## src/rtl/pipe_stage_buf.sv

```systemverilog
// Two-entry ready/valid skid buffer used as an OTTER pipeline stage register.
// Optional PIPE_STAGE_BUF_PERF_EN adds a saturating stall_cnt output.
module pipe_stage_buf #(
    parameter int          XLEN     = 32,
    parameter int          DATA_W   = 64,
    parameter logic [31:0] NOP_INST = 32'h00000013
) (
    input  logic              clk,
    input  logic              rst_n,
    input  logic              flush,
    input  logic              in_valid,
    output logic              in_ready,
    input  logic [31:0]       in_inst,
    input  logic [XLEN-1:0]   in_pc,
    input  logic [DATA_W-1:0] in_data,
    output logic              out_valid,
    input  logic              out_ready,
    output logic [31:0]       out_inst,
    output logic [XLEN-1:0]   out_pc,
    output logic [DATA_W-1:0] out_data,
    output logic [1:0]        occupancy
`ifdef PIPE_STAGE_BUF_PERF_EN
    ,
    output logic [31:0]       stall_cnt
`endif
);

    localparam int EW = 32 + XLEN + DATA_W;

    typedef enum logic [1:0] {
        EMPTY = 2'd0,
        ONE   = 2'd1,
        FULL  = 2'd2
    } state_e;

    state_e        state_q, state_d;
    logic [EW-1:0] main_q, main_d;
    logic [EW-1:0] skid_q, skid_d;
    logic [EW-1:0] in_ent;
    logic          in_fire, out_fire;

    assign in_ent    = {in_inst, in_pc, in_data};
    assign in_ready  = (state_q != FULL);
    assign out_valid = (state_q != EMPTY);
    assign in_fire   = in_valid & in_ready;
    assign out_fire  = out_valid & out_ready;
    assign occupancy = state_q;

    always_comb begin
        state_d = state_q;
        main_d  = main_q;
        skid_d  = skid_q;
        case (state_q)
            EMPTY: begin
                if (in_fire) begin
                    main_d  = in_ent;
                    state_d = ONE;
                end
            end
            ONE: begin
                if (in_fire && out_fire) begin
                    main_d = in_ent;
                end else if (in_fire) begin
                    skid_d  = in_ent;
                    state_d = FULL;
                end else if (out_fire) begin
                    state_d = EMPTY;
                end
            end
            FULL: begin
                if (out_fire) begin
                    main_d  = skid_q;
                    state_d = ONE;
                end
            end
            default: state_d = EMPTY;
        endcase
        // Payload may still load during a flush; the output mux hides it.
        if (flush) state_d = EMPTY;
    end

    always_ff @(posedge clk or negedge rst_n) begin
        if (!rst_n) begin
            state_q <= EMPTY;
            main_q  <= '0;
            skid_q  <= '0;
        end else begin
            state_q <= state_d;
            main_q  <= main_d;
            skid_q  <= skid_d;
        end
    end

    assign out_inst = out_valid ? main_q[EW-1 -: 32]     : NOP_INST;
    assign out_pc   = out_valid ? main_q[DATA_W +: XLEN] : '0;
    assign out_data = out_valid ? main_q[DATA_W-1:0]     : '0;

`ifdef PIPE_STAGE_BUF_PERF_EN
    logic [31:0] stall_cnt_q, stall_cnt_d;

    always_comb begin
        stall_cnt_d = stall_cnt_q;
        if (out_valid && !out_ready && stall_cnt_q != 32'hFFFF_FFFF)
            stall_cnt_d = stall_cnt_q + 32'd1;
    end

    always_ff @(posedge clk or negedge rst_n) begin
        if (!rst_n) stall_cnt_q <= '0;
        else        stall_cnt_q <= stall_cnt_d;
    end

    assign stall_cnt = stall_cnt_q;
`endif

endmodule
```

## config.mk

```make
export PLATFORM = sky130hd
export DESIGN_NAME = pipe_stage_buf
export DESIGN_NICKNAME = d
export VERILOG_FILES = /design/src/rtl/pipe_stage_buf.sv
export SDC_FILE = /design/constraint.sdc
export NUM_CORES = 1
export LEC_CHECK = 0
export CAP_MARGIN = 20
export CORE_UTILIZATION = 45
export CTS_BUF_LIST = sky130_fd_sc_hd__clkbuf_16
export DETAILED_ROUTE_END_ITERATION = 10
export HOLD_SLACK_MARGIN = 0.05
export PLACE_DENSITY = 0.83
export SLEW_MARGIN = 15
export SYNTH_ARGS = -nofsm -noshare
export SYNTH_HDL_FRONTEND = slang
export SYNTH_SLANG_ARGS = --single-unit
```

## constraint.sdc

```tcl
create_clock -name clk -period 1.9 [get_ports clk]
set_input_delay 0.475 -clock clk [delete_from_list [all_inputs] [get_ports clk]]
set_output_delay 0.475 -clock clk [all_outputs]
set_load 0.02 [all_outputs]
```

==> impl_metrics.tcl, run 1 <==
set metrics [dict create \
    criticalPathCategory "flip-flop to output port" \
    ir_worst_vdd_uv 737 \
    grt_util_all_layers_pct 20.2 \
    final-max-slew-violation-count 0 \
    regToRegEndpoint "main_q[80]" \
    slew_headroom_pct 69.4 \
    path_cells "or2_4 -> buf_12 -> and2_1 -> clkdlybuf4s15_1" \
    final_util_pct 62.2 \
    clk_pin_slew_worst_paths_ns 0.06 \
    grt_remaining_overflow 0 \
    synth_seq_cells 258 \
    io_pins 265 \
    num_rows 59 \
    grt_pass1_wl_microns 43200 \
    io_buffers 264 \
    critPathMaxFanout 43 \
    max_stage_delay_ns 0.38 \
    numCtsBuffers 29 \
    synth_cell_types 19 \
    grt_max_degree 55 \
    rrSetupSlack_ns -0.01 \
    worstMarginPinSlew_ns 0.459 \
    grt_pass1_vias 8298 \
    fp.dieH_microns 165 \
    synth_area_per_cell_sq_um 14.2 \
    area_growth_pct 35.7 \
    clkLatencyLatePin_ns 0.54 \
    antenna_found_initial 1 \
    r2r_cells 7 \
    dp_hpwl_microns 18700 \
    vias 7615 \
    syn_area_sq_um 11900 \
    drt_iter0_markers 283 \
    synthTopCellsByArea "dfrtp_1 (54%), mux2_2 (25%), mux2_1 (12%), and2_1 (6.6%), buf_2 (1.6%)" \
    synth_mux_area_share_pct 36.2 \
    nets 1267 \
    hold_viol 0 \
    synth-seq-area-share_pct 54.1 \
    reg2reg_from "occupancy[0]" \
    cts_tree "done" \
    pre_cts_ws_ns -0.357 \
    max_cap_viol_count 0 \
    synth_cells 839 \
    yosys.area_share.adder_pct 0 \
    status "complete, but fails checks" \
    violations "setup timing" \
    critPathArrivalTime_ns 1.89 \
    fin_crit_ns 2.36 \
    wl_per_cell_microns 18.4 \
    synth_top_area_cell "dfrtp_1" \
    critPathLaunchType "flip-flop" \
    synth-edff-count 0 \
    fin_worst_skew_ns 0.0146 \
    setup_viol 133 \
    drt_wl_total_microns 27400 \
    vias_per_cell 5.12 \
    cts-root-buf "clkbuf_16" \
    cp_data_required_time_ns 1.42 \
    final_antenna_net_count 0 \
    h-tree-depth 1 \
    drive_gt1_share_pct 45.1 \
    final_area_sq_um 16200 \
    synth-compound-area-share_pct 0.178 \
    clock_path_buffers 3 \
    power.leakage_nw 7.07 \
    synth_fp_nets 972 \
    initial_core_util_pct 45.8 \
    tns_ns -45.97 \
    synthArstFlopShare_pct 100 \
    timing.fmax_mhz 423 \
    end_kind "output port" \
    min_path_type "primary input to asynchronous set/reset pin" \
    remaining_drc_errors 0 \
    yosysWarnings 0 \
    design.die.area_sq_um 27200 \
    die_x_microns 165 \
    synthXorXnorAreaFrac_pct 0 \
    min_period_over_period_pct 124 \
    dpl_cell_area_sq_um 15400 \
    synth_top_family_by_area "multiplexers" \
    cp_slowest_cell "dfrtp_1" \
    synth-simple-area-share_pct 7.16 \
    drt-pass1-iter-count 4 \
    synth_top_area_share_pct 54.1 \
    synth_ff_type "dfrtp_1" \
    worst_slack_ns -0.464 \
    rsz0062_at_grt "yes" \
    p_per_area_nw_per_um2 956 \
    routabilityCongestion 0.765 \
    core_area_sq_um 26100 \
    cts.sinks 258 \
]
[final cells by class]
type | count | area, sq um
inverters | 1 | 3.75
diodes | 1 | 2.50
clock buffers | 29 | 726
clock inverters | 20 | 169
repair buffers | 320 | 3120
fillers | 2014 | 9860
well taps | 335 | 419
flip-flops and latches | 258 | 6460
multi-input cells | 524 | 5300
[sequential cells by signal, summed over array words and instances, names as in the netlist]
signal     flops
main_q       128
occupancy      2
skid_q       128
[per-stage QoR]
stage	hold slack [ns]	total power [mW]	cells
floorplan	0.179	8.81	839
global placement	0.432	10.1	1430
detailed placement	0.441	10.3	1430
CTS	0.463	15.5	1485
global route	0.484	16.2	1488
finish	0.453	15.5	1488
[per-layer routing]
layer | global-route usage [%] | wire [microns] | up-vias
met4 | 4.71 | 639 | 0
met1 | 25.6 | 11400 | 3856
met2 | 34.7 | 13600 | 201
met3 | 4.85 | 1840 | 38
met5 | 0 | 0 | -
li1 | - | - | 3520
[how the worst max path moves through the flow]
stage                 startpoint     endpoint  slack (ns)
finish              occupancy[1]   out_pc[28]       -0.46
global route        occupancy[1]   out_pc[28]       -0.53
CTS                 occupancy[0]  out_data[2]       -0.53
detailed placement     out_ready   main_q[18]       -0.36
global placement        in_valid   skid_q[79]       -0.34
floorplan           occupancy[1]  out_data[0]        0.05
[cells in the mapped netlist, types with 3 or more instances]
library cell  count
mux2_2          261
dfrtp_1         258
and2_1          125
mux2_1          123
buf_2            38
clkbuf_1         14
nand2b_1          4
buf_4             3
nor2b_1           3
[cells in the final DEF (no fill, tap or decap), types with 2 or more instances in the layout]
master and instances:
mux2_2 261, dfrtp_1 258, clkdlybuf4s50_1 131, mux2_1 123, and2_1 93, buf_2 53, buf_4 46, buf_6 33
and2_4 32, clkbuf_16 30, buf_12 24, clkbuf_2 12, clkdlybuf4s15_2 12, clkinv_1 7, inv_1 5, nand2b_1 4
clkinv_2 4, bufinv_16 3, nor2b_4 2, clkinv_4 2, buf_16 2, buf_8 2, dlygate4sd2_1 2
[power breakdown]
part / internal (mW) / total, mW / switching (mW)
Combinational: 1.73 / 2.97 / 1.25
Clock: 3.14 / 5.33 / 2.18
Sequential: 6.64 / 7.18 / 0.540
Total: 11.5 / 15.5 / 3.97
[repair_timing]
item	CTS	global route
setup endpoints to repair	132	232
endpoints found under the hold margin	44	0
pin swaps	2	25
setup buffers	3	1
hold buffers	1	0
gates resized for setup	395	226
gates cloned	2	1
[critical path: cells and delay by family (launching register included)]
family	cells	cell delay [ns]
and+or+nand+nor	2	0.50
buffers and inverters	2	0.47
DFF	1	0.38
[cell families (layout without fill, tap and decap cells)]
group           count (synthesis)  count (layout)
compound gates                  3               3
flops                         258             258
other cells                     0               1
mux                           384             384
simple gates                  137             137
buf+inv                        57             370
(Power assumes the default switching activity.)
==> run 2, diff against run 1 <==
- CTS_CLUSTER_DIAMETER: unset -> 80
==> results of run 2 <==
No change in the layout: final DEF, timing and power equal those of run 1.
==> run 3, diff against run 2 <==
- SKIP_CTS_REPAIR_TIMING: unset -> 1
==> run 3 against run 2 <==
Against the previous run:
- clock skew shrank 0.0027 ns
- the run still ends with setup timing left
- sequential share of layout area rose by 0.79 points
- clock power about the same
- largest power group unchanged
==> impl_metrics.tcl, run 3 (synthesis gave the netlist of run 1 again) <==
set metrics [dict create \
    final-max-slew-violation-count 0 \
    dpl_cell_area_sq_um 15400 \
    min_period_over_period_pct 121 \
    h-tree-depth 1 \
    cts.sinks 258 \
    routabilityCongestion 0.765 \
    rsz0062_at_grt "yes" \
    drt_wl_total_microns 27300 \
    reg2reg_from "occupancy[0]" \
    criticalPathCategory "flip-flop to output port" \
    cts-root-buf "clkbuf_16" \
    vias_per_cell 5.10 \
    cp_data_required_time_ns 1.42 \
    hold_viol 0 \
    clock_path_buffers 3 \
    critPathMaxFanout 43 \
    end_kind "output port" \
    power.leakage_nw 7.15 \
    grt_util_all_layers_pct 20.1 \
    initial_core_util_pct 45.8 \
    final_area_sq_um 15900 \
    fin_crit_ns 2.29 \
    drt_iter0_markers 320 \
    violations "setup timing" \
    numCtsBuffers 29 \
    worst_slack_ns -0.391 \
    pre_cts_ws_ns -0.357 \
    final_common_cell "mux2_2" \
    remaining_drc_errors 0 \
    fp.dieH_microns 165 \
    antenna_found_initial 1 \
    timing.fmax_mhz 436 \
    grt_pass1_wl_microns 43000 \
    design.die.area_sq_um 27200 \
    status "complete, but fails checks" \
    max_cap_viol_count 0 \
    final_util_pct 60.9 \
    setup_viol 130 \
    ir_worst_vdd_uv 714 \
    min_path_type "primary input to asynchronous set/reset pin" \
    dp_hpwl_microns 18700 \
    io_buffers 264 \
    critPathArrivalTime_ns 1.82 \
    slew_headroom_pct 69.8 \
    cts_tree "done" \
    final_cell_mix "mux2_2 (261), dfrtp_1 (258), clkdlybuf4s50_1 (131)" \
    grt_remaining_overflow 0 \
    area_growth_pct 33.1 \
    p_per_area_nw_per_um2 962 \
    grt_max_degree 55 \
    fin_worst_skew_ns 0.0120 \
    final_antenna_net_count 0 \
    clk_pin_slew_worst_paths_ns 0.06 \
    wl_per_cell_microns 18.3 \
    grt_pass1_vias 8336 \
    vias 7586 \
    crit_start "occupancy[0]" \
    core_area_sq_um 26100 \
    nets 1266 \
    drt-pass1-iter-count 4 \
    die_x_microns 165 \
    worstMarginPinSlew_ns 0.453 \
    io_pins 265 \
    drive_gt1_share_pct 41.4 \
    critPathLaunchType "flip-flop" \
    clkLatencyLatePin_ns 0.53 \
    num_rows 59 \
]
## run 3: cell types whose count changed in the layout (fill, tap and decap cells not counted), sizes merged
cell,delta
dlygate4sd2,-2
dlymetal6s2s,+13
clkdlybuf4s15,-13
clkbuf,+61
buf,-60
## run 3: final cells by class
type                            count  area, sq um
Inverter                            1         3.75
Sequential cell                   258         6460
Timing Repair Buffer              319         2880
Clock buffer                       29          726
Clock inverter                     20          169
Fill cell                        2068        10200
Tap cell                          335          419
Multi-Input combinational cell    524         5220
Antenna cell                        1         2.50
## run 3: worst max-delay path: stages (launching register included)
cell and delay [ns]:
dfrtp_1 0.37, or2_4 0.33, buf_12 0.20, and2_1 0.16
dlymetal6s2s_1 0.20
## run 3: metrics by stage
step / std cells / power (mW) / hold WS [ns] / setup TNS [ns]
floorplan: 839 / 8.81 / 0.179 / 0
global placement: 1430 / 10.1 / 0.432 / -96.51
detailed placement: 1430 / 10.3 / 0.441 / -100.19
CTS: 1479 / 15.6 / -0.129 / -98.53
global route: 1487 / 16.0 / 0.478 / -51.29
finish: 1487 / 15.3 / 0.450 / -43.95
## run 3: worst paths after layout
kind | end | slack, ns | cells after the start
worst max-delay path | out_inst[8] | -0.39 | 4
worst min-delay path | main_q[47] | 0.45 | 2
worst max register to register | main_q[105] | 0.01 | 7
worst min register to register | main_q[108] | 0.48 | 1
max in group asynchronous | main_q[82] | 0.81 | 3
min in group clk | main_q[108] | 0.48 | 1
## run 3: power breakdown
group / leakage (nW) / switching (mW) / internal (mW)
Sequential: 3.07 / 0.530 / 6.64
Combinational: 3.62 / 1.22 / 1.57
Clock: 0.456 / 2.17 / 3.14
## run 3: routing by layer
| layer | track usage (%) | vias up | part of all wire, % |
|---|---|---|---|
| li1 | - | 3522 | - |
| met1 | 25.5 | 3843 | 43 |
| met2 | 34.3 | 185 | 49 |
| met3 | 4.90 | 36 | 6.4 |
| met4 | 4.75 | 0 | 2.1 |
| met5 | 0 | - | 0 |
